**config.mk**
```make
export PLATFORM = sky130hd
export DESIGN_NAME = dmem_arbiter
export DESIGN_NICKNAME = d
export VERILOG_FILES = /design/src/rtl/dmem_arbiter.sv
export SDC_FILE = /design/constraint.sdc
export NUM_CORES = 1
export LEC_CHECK = 0
export ABC_CLOCK_PERIOD_IN_PS = 2600
export BUFFER_PORTS_ARGS = -buffer_cell sky130_fd_sc_hd__buf_2
export CORE_AREA = 2 2 187 189
export CTS_CLUSTER_SIZE = 20
export DETAILED_ROUTE_END_ITERATION = 8
export DIE_AREA = 0 0 189 191
export SKIP_CTS_REPAIR_TIMING = 1
export SLEW_MARGIN = 20
export SYNTH_ARGS = -nofsm -noshare
export SYNTH_HDL_FRONTEND = slang
export SYNTH_SLANG_ARGS = --single-unit
```
**constraint.sdc**
```tcl
create_clock -name i_clk -period 2.6 [get_ports i_clk]
set_clock_uncertainty 0.2 [all_clocks]
set_input_delay 0.52 -clock i_clk [delete_from_list [all_inputs] [get_ports i_clk]]
set_output_delay 0.52 -clock i_clk [all_outputs]
set_load 0.03 [all_outputs]
```
**src/rtl/dmem_arbiter.sv**
```systemverilog
// rtl/dmem_arbiter.sv - round-robin two-port arbiter for the shared data RAM
module dmem_arbiter #(
   parameter int            AW        = 8,
   parameter int            DW        = 64,
   parameter int            MAX_BURST = 4,
   parameter logic [AW-1:0] IO_ADDR   = '1
) (
   input  logic          i_clk,
   input  logic          i_rst_n,
   input  logic          i_a_req,
   input  logic          i_a_we,
   input  logic [AW-1:0] i_a_addr,
   input  logic [DW-1:0] i_a_wdata,
   output logic          o_a_gnt,
   output logic          o_a_rvalid,
   output logic [DW-1:0] o_a_rdata,
   input  logic          i_b_req,
   input  logic          i_b_we,
   input  logic [AW-1:0] i_b_addr,
   input  logic [DW-1:0] i_b_wdata,
   output logic          o_b_gnt,
   output logic          o_b_rvalid,
   output logic [DW-1:0] o_b_rdata,
   output logic          o_mem_en,
   output logic          o_mem_we,
   output logic [AW-1:0] o_mem_addr,
   output logic [DW-1:0] o_mem_wdata,
   input  logic [DW-1:0] i_mem_rdata,
   output logic          o_io_write,
   output logic [DW-1:0] o_io_data
);

   localparam int            BW   = $clog2(MAX_BURST + 1);
   localparam logic [BW-1:0] MAXB = BW'(MAX_BURST);

   typedef enum logic [1:0] {ST_IDLE, ST_OWN_A, ST_OWN_B} state_t;

   state_t        r_state;
   logic [BW-1:0] r_beats;
   logic          r_last_b;
   logic          r_rd_pend;
   logic          r_rd_port_b;
   logic          r_io_write;
   logic [DW-1:0] r_io_data;

   logic w_own_a;
   logic w_own_b;
   logic w_burst_ok;
   logic w_pick_a;
   logic w_pick_b;
   logic w_gnt_a;
   logic w_gnt_b;
   logic w_io_hit;

   assign w_own_a    = (r_state == ST_OWN_A);
   assign w_own_b    = (r_state == ST_OWN_B);
   assign w_burst_ok = (r_beats < MAXB);

   // Grant choice: owner keeps the RAM until its burst budget runs out or it lets go
   always_comb begin
      w_pick_a = 1'b0;
      w_pick_b = 1'b0;
      if (w_own_a && i_a_req && (!i_b_req || w_burst_ok)) begin
         w_pick_a = 1'b1;
      end else if (w_own_b && i_b_req && (!i_a_req || w_burst_ok)) begin
         w_pick_b = 1'b1;
      end else if (i_a_req && i_b_req) begin
         if (w_own_a)       w_pick_b = 1'b1;
         else if (w_own_b)  w_pick_a = 1'b1;
         else if (r_last_b) w_pick_a = 1'b1;
         else               w_pick_b = 1'b1;
      end else if (i_a_req) begin
         w_pick_a = 1'b1;
      end else if (i_b_req) begin
         w_pick_b = 1'b1;
      end
   end

   // Reset is asynchronous, so grants are forced low while it is held
   assign w_gnt_a = w_pick_a & i_rst_n;
   assign w_gnt_b = w_pick_b & i_rst_n;
   assign o_a_gnt = w_gnt_a;
   assign o_b_gnt = w_gnt_b;

   assign o_mem_en    = w_gnt_a | w_gnt_b;
   assign o_mem_we    = w_gnt_a ? i_a_we    : (w_gnt_b ? i_b_we    : 1'b0);
   assign o_mem_addr  = w_gnt_a ? i_a_addr  : (w_gnt_b ? i_b_addr  : '0);
   assign o_mem_wdata = w_gnt_a ? i_a_wdata : (w_gnt_b ? i_b_wdata : '0);

   assign w_io_hit = o_mem_en & o_mem_we & (o_mem_addr == IO_ADDR);

   // Ownership FSM: tracks current owner, its consecutive grant count and last winner
   always_ff @(posedge i_clk or negedge i_rst_n) begin
      if (!i_rst_n) begin
         r_state  <= ST_IDLE;
         r_beats  <= '0;
         r_last_b <= 1'b1;
      end else if (w_gnt_a) begin
         r_state  <= ST_OWN_A;
         r_beats  <= w_own_a ? (w_burst_ok ? r_beats + BW'(1) : MAXB) : BW'(1);
         r_last_b <= 1'b0;
      end else if (w_gnt_b) begin
         r_state  <= ST_OWN_B;
         r_beats  <= w_own_b ? (w_burst_ok ? r_beats + BW'(1) : MAXB) : BW'(1);
         r_last_b <= 1'b1;
      end else begin
         r_state  <= ST_IDLE;
         r_beats  <= '0;
      end
   end

   // Read-return steering and IO strobe, both one cycle after the accepted access
   always_ff @(posedge i_clk or negedge i_rst_n) begin
      if (!i_rst_n) begin
         r_rd_pend   <= 1'b0;
         r_rd_port_b <= 1'b0;
         r_io_write  <= 1'b0;
         r_io_data   <= '0;
      end else begin
         r_rd_pend   <= o_mem_en & ~o_mem_we;
         r_rd_port_b <= w_gnt_b;
         r_io_write  <= w_io_hit;
         r_io_data   <= w_io_hit ? o_mem_wdata : '0;
      end
   end

   assign o_a_rvalid = r_rd_pend & ~r_rd_port_b;
   assign o_b_rvalid = r_rd_pend &  r_rd_port_b;
   assign o_a_rdata  = o_a_rvalid ? i_mem_rdata : '0;
   assign o_b_rdata  = o_b_rvalid ? i_mem_rdata : '0;
   assign o_io_write = r_io_write;
   assign o_io_data  = r_io_data;

endmodule
```
# ---- Yosys cells after proc, flatten, opt, wreduce, memory -nomap -nowiden
# Cells that the tools add are included.
dict set report totals {
  reg_bits 73
  latchBits 0
  mem_bits_rw 0
  mem_bits_ro 0
  out_inout_bits 271
  word_cells 65
  mem_count 0
}
dict set report op_classes {
  add_sub_neg 1
  n_mul 0
  div_mod_pow 0
  order_cmp 1
  eq_ne 3
  n_shift 0
  n_mux 33
  bitwise 10
  n_reduce_logical 10
}
# cell count
set ops {}
lappend ops {{$mux W64} 5}
lappend ops {{$mux W1} 19}
lappend ops {{$mux W8} 2}
lappend ops {{$mux W3} 5}
lappend ops {{$eq A8 B8 Y1 const B} 1}
lappend ops {{$and A1 B1 Y1} 7}
lappend ops {{$logic_and A1 B1 Y1} 5}
lappend ops {{$mux W2} 2}
lappend ops {{$add A3 B1 Y3 const B} 1}
lappend ops {{$lt A3 B3 Y1 const B} 1}
lappend ops {{$eq A2 B1 Y1 const B} 1}
lappend ops {{$eq A2 B2 Y1 const B} 1}
lappend ops {{$logic_not A1 Y1} 2}
lappend ops {{$logic_or A1 B1 Y1} 2}
lappend ops {{$not A1 Y1} 2}
lappend ops {{$reduce_bool A2 Y1} 1}
lappend ops {{$or A1 B1 Y1} 1}

# ---- Depth between registers and ports, before layout
dict set report logic_depth {
  ltp_word 12
  depth_mapped 7
}

# ---- Least setup slack after synthesis
# Ideal clock, no wire load.
dict set report synth_timing {
  path_kind {input to output}
  startpoint {in i_a_req}
  endpoint {out o_mem_wdata[36]}
  arrival_time_ps 2001
  required_time_ps 1880
  path_slack_ps -121
  path_stages 7
  cell_sequence {clkbuf_1 > inv_1 > a31oi_4 > buf_2 > buf_2 > a22oi_1 > nor2b_1}
}
dict set report synth_via {
  elab_chain_cells 8
  elab_cells_between_ends 18
  cone_classes {mux: 10; bitwise: 2; reduce/logical: 6}
}
# element line_no
set synth_lines {}
lappend synth_lines {{from (decl)} 10} ;# input logic i_a_req,
lappend synth_lines {{$logic_not A1 Y1} 65} ;# end else if (w_own_b && i_b_req && (!i_a_req || w_burst_ok)) begin
lappend synth_lines {{$logic_or A1 B1 Y1} 65}
lappend synth_lines {{$logic_and A1 B1 Y1} 65}
lappend synth_lines {{$mux W1} 65}
lappend synth_lines {{$mux W1} 63} ;# if (w_own_a && i_a_req && (!i_b_req || w_burst_ok)) begin
lappend synth_lines {{$and A1 B1 Y1} 81} ;# assign w_gnt_b = w_pick_b & i_rst_n;
lappend synth_lines {{$mux W64} 88} ;# assign o_mem_wdata = w_gnt_a ? i_a_wdata : (w_gnt_b ? i_b_wdata : '0);
lappend synth_lines {{$mux W64 *} 88}
lappend synth_lines {{to (decl)} 27} ;# output logic [DW-1:0] o_mem_wdata,
# Every way passes the cells marked *; elsewhere a longest branch is shown, timed or not.

# ---- Worst setup path in the final report
dict set report layout_timing {
  startpoint {reg r_state[1]}
  endpoint {out o_mem_wdata[13]}
}
dict set report layout_via {
  elab_chain_cells 9
  elab_cells_between_ends 20
  cone_classes {eq/ne: 2; mux: 12; bitwise: 2; reduce/logical: 4}
}
# element line_no
set layout_lines {}
lappend layout_lines {{from (decl)} 38} ;# state_t r_state;
lappend layout_lines {{from (signal assigned)} 95} ;# r_state <= ST_IDLE;
lappend layout_lines {{from (signal assigned)} 99} ;# r_state <= ST_OWN_A;
lappend layout_lines {{from (signal assigned)} 103} ;# r_state <= ST_OWN_B;
lappend layout_lines {{$eq A2 B2 Y1} 56} ;# assign w_own_b = (r_state == ST_OWN_B);
lappend layout_lines {{$mux W1} 69} ;# else if (w_own_b) w_pick_a = 1'b1;
lappend layout_lines {{$mux W1} 68} ;# if (w_own_a) w_pick_b = 1'b1;
lappend layout_lines {{$mux W1} 67} ;# end else if (i_a_req && i_b_req) begin
lappend layout_lines {{$mux W1} 65}
lappend layout_lines {{$mux W1} 63}
lappend layout_lines {{$and A1 B1 Y1} 81}
lappend layout_lines {{$mux W64} 88}
lappend layout_lines {{$mux W64 *} 88}
# Marked as above.

==> out/metrics.cfg <==
[outcome]
status = complete, but fails checks
violations = setup timing

[global_route]
groute.layer.met1.usage_pct = 16.2
globalRoute.totalOverflow = 0
grt_antenna_before_repair = 4
gr-usage-all-layers_pct = 14.4
via_count_of_the_first_global_routing_pass = 6295
grt_start_max_net_pins = 63
groute.layer.met3.usage_pct = 3.01
grt_first_pass_wirelength_um = 38500
grt.met2_usage_pct = 26.0
gr-max-usage-layer = met2

[synthesis]
synth.yosys.warnings = 0
post_synth.cell_area_avg_um2 = 9.05
async_flop_share_pct = 100
synth_fp_nets = 752
xor_xnor_fraction_of_synth_area_pct = 0
ys.flop_type = sky130_fd_sc_hd__dfrtp_1
synth.cell_area_um2 = 4860
postSynthCellCount = 537
yosys.area_share.simple_pct = 41.2
synth_enable_flop_cells = 0
main_combinational_cell_family_by_area_after_synthesis = simple AND/OR/NAND/NOR gates
synth.lib_cells_used.distinct = 36
flops_latches_synth = 73
synthesized_area_fraction_occupied_by_ao_oa_aoi_and_oai_cells_pct = 13.7
yosys.area_share.adder_pct = 0.257
post_synth_mux_area_share_pct = 0.206
synth_seq_area_share_pct = 37.6

[placed_design]
port-buffer-count = 484
dp_hpwl_um = 23200
detailedPlace.worstSlack_ns = -0.174
gp_congestion = 0.866

[setup_path]
worst-r2r-setup-slack_ns = -0.06
worst-r2r-cell-count = 10
critical_path.endpoint_type = output pin
critPathKind = flip-flop to output pin
r2r_end = o_io_data[14]
cp-start-kind = flip-flop
worst-endpoint-required_ns = 1.88
timing.critical_path.fanout_max = 8
cp_data_arrival_time_ns = 2.31
worst_r2r_startpoint = r_state[1]

[clock_network]
cts-htree-levels = 3
clock_sinks = 73
clock_insertion_delay_worst_skew_ns = 0.34
cts_root_buf = sky130_fd_sc_hd__clkbuf_16
max_root_sink_buffers = 2
cts_tree = done
path_clk_slew_ns = 0.06
cts_buffers = 9

[final_layout]
design.final.nets = 1328
most_frequent_standard_cell_in_the_layout_excluding_fill_and_tap_cells = sky130_fd_sc_hd__buf_2
final_layout_size_suffix_gt1_share_pct = 74.6
final_cell_mix = sky130_fd_sc_hd__buf_2 (417), sky130_fd_sc_hd__buf_4 (131), sky130_fd_sc_hd__dfrtp_1 (71)
areaGrowthSynthToFinish_pct = 115

[floorplan]
floorplan.io_pins = 485
die_w_um = 189
initial_core_util_pct = 14.2
std_cell_rows = 68
design.die.area_um2 = 36100
core_area_um2 = 34100
die_height_um = 191

[detailed_routing]
drc = 0
wirelength_um = 31800
drt_pass1_iterations = 5
routed-via-count = 6813
drc_violation_total_after_the_first_tritonroute_iteration = 302
postRouteAntennaNets = 0
via_per_inst = 4.33
wirelength_per_cell_um = 20.2

[timing]
finalHoldWorstSlack_ns = 0.0898
maxClockFrequency_mhz = 330
final-max-slew-violation-count = 0
min_period_ns = 3.03
finalSetupViolations = 77
rsz0062_at_grt = yes
worstMarginPinSlew_ns = 0.395
hold_violations = 0
fin_ws_ns = -0.432
finalCritPeriodShare_pct = 117
timing.slew.headroom_pct = 73.4

[run]
maxCapViolations = 0

[pwr]
fin_total_pwr_mw = 4.33
leakagePower_nw = 5.50
ir_worst_vdd_mv = 0.271
power_per_cell_area_nw_per_um2 = 414

[worst_hold_path]
hold_path_class = input port to async pin

==> worst max path at each step <==
stage | slack [ns] | cells past startpoint | end | start
floorplan | 0.02 | 7 | o_mem_addr[0] | i_a_req
detailed placement | -0.17 | 8 | o_mem_wdata[11] | r_state[0]
CTS | -0.55 | 8 | o_mem_wdata[11] | r_state[0]
global route | -0.54 | 10 | o_mem_wdata[7] | r_state[1]
global placement | -0.10 | 8 | o_mem_wdata[11] | r_state[0]
finish | -0.43 | 10 | o_mem_wdata[13] | r_state[1]
==> logic make-up after synthesis <==
family	Yosys count
flops	73
compound gates	89
buf+inv	74
mux	1
simple gates	299
fa+ha+maj	1
==> stage by stage <==
step                      instances  setup TNS, ns  instance area [um^2]  util, %
after global placement         1518          -1.42                  8810     25.8
after global routing           1574         -35.75                 10400     30.6
after detailed placement       1518          -3.70                  8810     25.8
after CTS                      1533         -31.20                  9100     26.7
after floorplan                 537              0                  5040        -
final                          1574         -25.90                 10400     30.6
==> final cells by class <==
class / instances / area, um^2
diodes: 2 / 5.00
fillers: 3537 / 23700
flip-flops and latches: 73 / 1830
clock inverters: 5 / 57.6
inverters: 5 / 18.8
repair buffers: 634 / 4270
clock buffers: 10 / 229
multi-input cells: 390 / 3460
well taps: 455 / 569
==> cell usage after synthesis, types with 2 or more instances <==
master / number / share of area, %
sky130_fd_sc_hd__a32oi_1: 3 / 0.54
sky130_fd_sc_hd__nor4_1: 37 / 4.8
sky130_fd_sc_hd__and2_1: 69 / 8.9
sky130_fd_sc_hd__nand3_1: 3 / 0.31
sky130_fd_sc_hd__nand3b_1: 7 / 1.1
sky130_fd_sc_hd__inv_1: 5 / 0.39
sky130_fd_sc_hd__nand2_1: 9 / 0.70
sky130_fd_sc_hd__buf_1: 3 / 0.23
sky130_fd_sc_hd__buf_2: 24 / 2.5
sky130_fd_sc_hd__a22oi_1: 65 / 10
sky130_fd_sc_hd__and3_1: 66 / 8.5
sky130_fd_sc_hd__o21ai_0: 3 / 0.31
sky130_fd_sc_hd__nor2b_1: 66 / 8.5
sky130_fd_sc_hd__a21boi_1: 7 / 1.1
sky130_fd_sc_hd__nor2_1: 9 / 0.70
sky130_fd_sc_hd__a21oi_1: 4 / 0.41
sky130_fd_sc_hd__buf_6: 3 / 0.70
sky130_fd_sc_hd__buf_4: 3 / 0.46
sky130_fd_sc_hd__dfrtp_1: 72 / 37
sky130_fd_sc_hd__clkbuf_1: 36 / 2.8
sky130_fd_sc_hd__nor4_2: 27 / 7.0
sky130_fd_sc_hd__nand4_1: 2 / 0.26
==> registers in the layout, summed over array words and instances, names as in the netlist <==
signal       count
r_beats          3
r_last_b         1
r_rd_port_b      1
o_io_write       1
r_state          2
r_rd_pend        1
o_io_data       64
==> routing by layer <==
metal  wire (um)  up-vias
li1            -     3100
met2       16200      382
met4        1590        4
met1       11800     3257
met5          27        -
met3        2170       70
==> report_power, final <==
part | total, mW | internal (mW) | switching [mW]
Clock | 1.23 | 0.738 | 0.495
Sequential | 1.16 | 1.15 | 0.00948
Combinational | 1.94 | 0.834 | 1.10
==> critical path, stage by stage (launching register included) <==
cell and delay [ns]:
sky130_fd_sc_hd__dfrtp_2 0.46, sky130_fd_sc_hd__nor2b_4 0.17, sky130_fd_sc_hd__o211ai_1 0.12, sky130_fd_sc_hd__buf_4 0.16, sky130_fd_sc_hd__a31oi_4 0.20, sky130_fd_sc_hd__buf_6 0.17, sky130_fd_sc_hd__buf_12 0.18, sky130_fd_sc_hd__buf_4 0.13
sky130_fd_sc_hd__a22oi_2 0.06, sky130_fd_sc_hd__nor2b_2 0.17, sky130_fd_sc_hd__buf_6 0.15
No activity file was read; power rests on OpenSTA's default activity.
